`src/rtl/mod_counter.sv`:
```
`default_nettype none
// +--------------------------------------------------------------------------+
// | Module      : mod_counter                                                |
// | Description : Up/down modulo-MODULUS counter with a registered wrap      |
// |               pulse for cascading and a combinational terminal-count     |
// |               flag. Optional synchronous preset compiled in by the       |
// |               MOD_COUNTER_PRESET_EN macro.                               |
// | Revision    : 1.0 - initial release                                      |
// +--------------------------------------------------------------------------+
module mod_counter #(
  parameter int WIDTH   = 4,
  parameter int MODULUS = 16  // legal range 2 .. 2**WIDTH
) (
  input  logic             clk,
  input  logic             rst,       // synchronous, active low
  input  logic             en,
  input  logic             up_dn,
  input  logic             load,
  input  logic [WIDTH-1:0] load_val,
  output logic [WIDTH-1:0] counter,
  output logic             carry_out,
  output logic             at_term
);

  // Wrap points are decided by compare, never by natural overflow, so any
  // MODULUS in range works, not only powers of two.
  localparam logic [WIDTH-1:0] C_MAX  = WIDTH'(MODULUS - 1);
  localparam logic [WIDTH-1:0] C_ZERO = '0;
  localparam logic [WIDTH-1:0] C_ONE  = WIDTH'(1);

  logic [WIDTH-1:0] counter_q;
  logic [WIDTH-1:0] counter_d;
  logic             carry_q;
  logic             carry_d;

`ifdef MOD_COUNTER_PRESET_EN
  // Out-of-range preset values saturate to the terminal value so the count
  // can never leave 0..MODULUS-1.
  localparam logic [WIDTH:0] C_MOD_EXT = (WIDTH + 1)'(MODULUS);
  logic [WIDTH-1:0] w_preset_val;
  assign w_preset_val = ({1'b0, load_val} >= C_MOD_EXT) ? C_MAX : load_val;
`else
  // Preset ports stay on the boundary but drive nothing.
  logic w_unused_load;
  assign w_unused_load = ^{load, load_val};
`endif

  // Next-state: preset beats counting; a wrap raises carry for one cycle.
  always_comb begin
    counter_d = counter_q;
    carry_d   = 1'b0;
`ifdef MOD_COUNTER_PRESET_EN
    if (load) begin
      counter_d = w_preset_val;
    end else if (en) begin
`else
    if (en) begin
`endif
      if (up_dn) begin
        if (counter_q == C_MAX) begin
          counter_d = C_ZERO;
          carry_d   = 1'b1;
        end else begin
          counter_d = counter_q + C_ONE;
        end
      end else begin
        if (counter_q == C_ZERO) begin
          counter_d = C_MAX;
          carry_d   = 1'b1;
        end else begin
          counter_d = counter_q - C_ONE;
        end
      end
    end
  end

  // State register; reset wins over every other request.
  always_ff @(posedge clk) begin
    if (!rst) begin
      counter_q <= C_ZERO;
      carry_q   <= 1'b0;
    end else begin
      counter_q <= counter_d;
      carry_q   <= carry_d;
    end
  end

  assign counter   = counter_q;
  assign carry_out = carry_q;
  assign at_term   = up_dn ? (counter_q == C_MAX) : (counter_q == C_ZERO);

endmodule
`default_nettype wire

```
`config.mk`:
```
export PLATFORM = sky130hd
export DESIGN_NAME = mod_counter
export DESIGN_NICKNAME = d
export VERILOG_FILES = /design/src/rtl/mod_counter.sv
export SDC_FILE = /design/constraint.sdc
export NUM_CORES = 1
export LEC_CHECK = 0
export CAP_MARGIN = 10
export CORE_AREA = 10 10 47 49
export CTS_CLUSTER_DIAMETER = 150
export DETAILED_ROUTE_END_ITERATION = 8
export DIE_AREA = 0 0 57 59
export PLACE_DENSITY = 0.58
export RECOVER_POWER = 100
export SYNTH_ARGS = -nofsm -noshare
export SYNTH_HDL_FRONTEND = slang
export SYNTH_SLANG_ARGS = --single-unit
```
`constraint.sdc`:
```
create_clock -name clk -period 3.2 [get_ports clk]
set_clock_uncertainty 0.05 [all_clocks]
set_input_delay 0.96 -clock clk [delete_from_list [all_inputs] [get_ports clk]]
set_output_delay 0.96 -clock clk [all_outputs]
set_load 0.05 [all_outputs]
```
* Yosys cells after proc, flatten, opt, wreduce, memory -nomap -nowiden *
Index checks and enable logic that the tools add are counted.

word-level totals
  output and inout bits = 6
  register bits after elaboration = 5
  bits of input ports = 9
  word-level logic and storage cells = 14

cells by class
  muxes and demuxes = 7
  add/subtract/negate cells = 2
  equality and inequality tests = 1
  reductions and logical operators = 2

operators with widths
  operator               count
  $mux W4                3
  $add A4 B1 Y4 const B  1
  $eq A4 B4 Y1 const B   1
  $logic_not A4 Y1       1
  $mux W1                4
  $sub A4 B1 Y4 const B  1
  $reduce_and A2 Y1      1

* Depth between registers and ports, before layout *
  word-level depth = 3
  mapped depth = 6
  gate-level depth less buffers = 6

* Worst setup path before layout *
OpenSTA, ideal clock, no wires.

  kind = in2out
  start = input up_dn
  end = output at_term
  setup slack = 350 ps
  required time = 2190 ps
  buffers on the path = 0
  arrival time = 1840 ps
  stages on the path = 2
  cells stage by stage = or4b_1 -> nand2_1

on the way
  longest elaborated chain between the ends = 1

RTL lines
  element          RTL line  text
  start, declared  17        input logic up_dn,
  $mux W1          90        assign at_term = up_dn ? (counter_q == C_MAX) : (counter_q == C_ZERO);
  end, declared    22        output logic at_term

No other way between the ends.

* Worst setup path in the final report *
Same ends and word-level chain as after synthesis.

==> impl_metrics.tcl <==
set metrics [dict create \
    die_area_um2 3360 \
    nFillCells 161 \
    maxCapViolCount 0 \
    crit_path_max_incr_delay_ns 0.51 \
    gp_congestion 0.799 \
    critPathArrivalTime_ns 2.14 \
    critPathKind "input port to output port" \
    avgSynthCellArea_um2 8.76 \
    synth_area_um2 298 \
    vias_per_cell 4.66 \
    htreeDepth 1 \
    postSynthCellCount 34 \
    powerDensity_nw_per_um2 503 \
    crit_fanout 2 \
    tns_ns 0 \
    hold_class "register to register" \
    synth_most_common_cell "dfxtp_1" \
    grt_max_degree 9 \
    grt_pass1_wl_um 1300 \
    rrSetupSlack_ns 1.58 \
    grt_pass1_vias 304 \
    p_leak_uw 0.000197 \
    ys_top_cells_by_area "dfxtp_1, xnor2_1, ha_1" \
    pin_count 15 \
    die-height_um 59 \
    synthTopCellsByCount "dfxtp_1, nand2_1, xnor2_1" \
    numCtsBuffers 3 \
    fin_hold_ws_ns 0.583 \
    cp_top_family "simple AND/OR/NAND/NOR gates" \
    cts_buffer_depth 2 \
    drtIter0Drc 1 \
    grt-ovfl-total 0 \
    drive_gt1_share_pct 20.4 \
    insertion_delay_ns 0.25 \
    ant_nets 0 \
    synth_top_area_cell "dfxtp_1" \
    drt_wl_total_um 742 \
    synth-seq-cells 5 \
    via_count 303 \
    area_growth_pct 56.3 \
    utilization_pct 33.2 \
    seqCellArea_um2 100 \
    dr.pass1.iters 2 \
    critPathCaptureType "output port" \
    rsz0062_at_grt "false" \
    n_antenna_cell 0 \
    drv_slew 0 \
    cts_tree "built" \
    die_width_um 57 \
    dpl.cell_count 61 \
    max_slew_margin_pct 66.2 \
    cp_slowest_cell "or4b_4" \
    cp.buffers_inverters 2 \
    cts-root-buf "clkbuf_4" \
    layout.nets 61 \
    crit_chain "clkdlybuf4s50_1, or4b_4, nand2_2, buf_12" \
    postCtsSetupBuffers 0 \
    layoutNonFillerInstCount 65 \
    synth_edf_count 0 \
    p_total_uw 234 \
    numPortBuffers 9 \
    drc 0 \
    async_flop_share_pct 0 \
    clock-sinks 5 \
    multi_input_area_um2 193 \
    grtUsageTotal_pct 5.18 \
    yosysWarnings 0 \
    finalCritPeriodShare_pct 98.3 \
    status "finished clean" \
    hold_viol 0 \
    synthDistinctLibCells 20 \
    clock.fmax_mhz 318 \
    num_rows 14 \
    ir_drop_v 0.000159 \
    cts.clk_slew.worst_paths_ns 0.04 \
    ys.flop_type "dfxtp_1" \
    initial_core_util_pct 21.3 \
    wl_per_cell_um 11.4 \
    crit_required_ns 2.19 \
    finalCriticalPeriod_ns 3.15 \
    crit_path_start_kind "input port" \
    syn_nets 45 \
    core_um2 1400 \
    antenna_found_initial 0 \
    setup_violations 0 \
    yosysSeqAreaShare_pct 33.6 \
    synth_top_area_share_pct 33.6 \
    tightestPinTransition_ns 0.505 \
]
## state kept, by name, indices dropped and copies added (netlist names)
name	cells
carry_out	1
counter	4
## per-stage QoR
step	setup WS, ns	cell area, um2
after global placement	0.00794	433
after detailed placement	0.00948	433
after global routing	0.0175	465
after CTS	0.00948	459
after floorplan	0.350	298
final	0.0542	465
## report_power, final
part / total [uW] / switching, uW / internal [uW]
logic: 83.2 / 45.6 / 37.6
clock network: 74.2 / 27.0 / 47.2
registers: 76.8 / 8.54 / 68.2
total: 234 / 81.1 / 153
## worst min-delay path, cell delays in order, from the launching register on
cell and delay (ns):
dfxtp_1 0.36, or2b_1 0.17, a21boi_1 0.05
## kinds of logic (layout without fill, tap and decap cells)
logic type | after synthesis | count (layout) | synth area share, %
and+or+nand+nor | 13 | 13 | 25.2
AOI/OAI and AO/OA | 7 | 7 | 16.4
DFF | 5 | 5 | 33.6
adders and majority gates | 2 | 2 | 8.40
buffers and inverters | 3 | 18 | 3.78
xor gates and xnor gates | 3 | 3 | 8.83
muxes | 1 | 1 | 3.78
## repair_timing
| action | 4_1_cts | 5_1_grt |
|---|---|---|
| hold buffers | 0 | 0 |
| resized for setup | 0 | 2 |
| endpoints found under the setup margin | 0 | 1 |
## area by class of cell
| type | count | area share [%] |
|---|---|---|
| multi-input cells | 26 | 41.4 |
| repair buffers | 11 | 24.7 |
| flip-flops and latches | 5 | 21.5 |
| clock buffers | 4 | 5.65 |
| well taps | 16 | 4.30 |
| inverters | 3 | 2.42 |
## routing by layer
metal | GRT usage (%) | up-vias | part of all wire, %
met5 | 0 | - | 0
met2 | 7.29 | 8 | 47
met3 | 5.58 | 5 | 13
li1 | - | 151 | -
met1 | 4.51 | 139 | 37
met4 | 3.02 | 0 | 2.8
## path summary, 6_finish.rpt
path         cells after the start       start          to
max reg2reg                      7  counter[0]  counter[0]
max                              4       up_dn     at_term
min                              2  counter[0]  counter[0]
min reg2reg                      2  counter[0]  counter[0]
## cells in the final DEF (no fill, tap or decap), drive strengths merged
cell type,instances
nor3,1
nand3,1
o221a,1
ha,2
clkbuf,5
and3,1
and2,2
nand4,1
inv,3
a21boi,2
or4,1
or2b,1
mux2,1
buf,2
a21oi,1
dlygate4sd3,5
xnor2,3
clkdlybuf4s50,3
or4b,1
nand2,4
o21ai,2
o211ai,1
dfxtp,5
No activity file was read; power rests on OpenSTA's default activity.
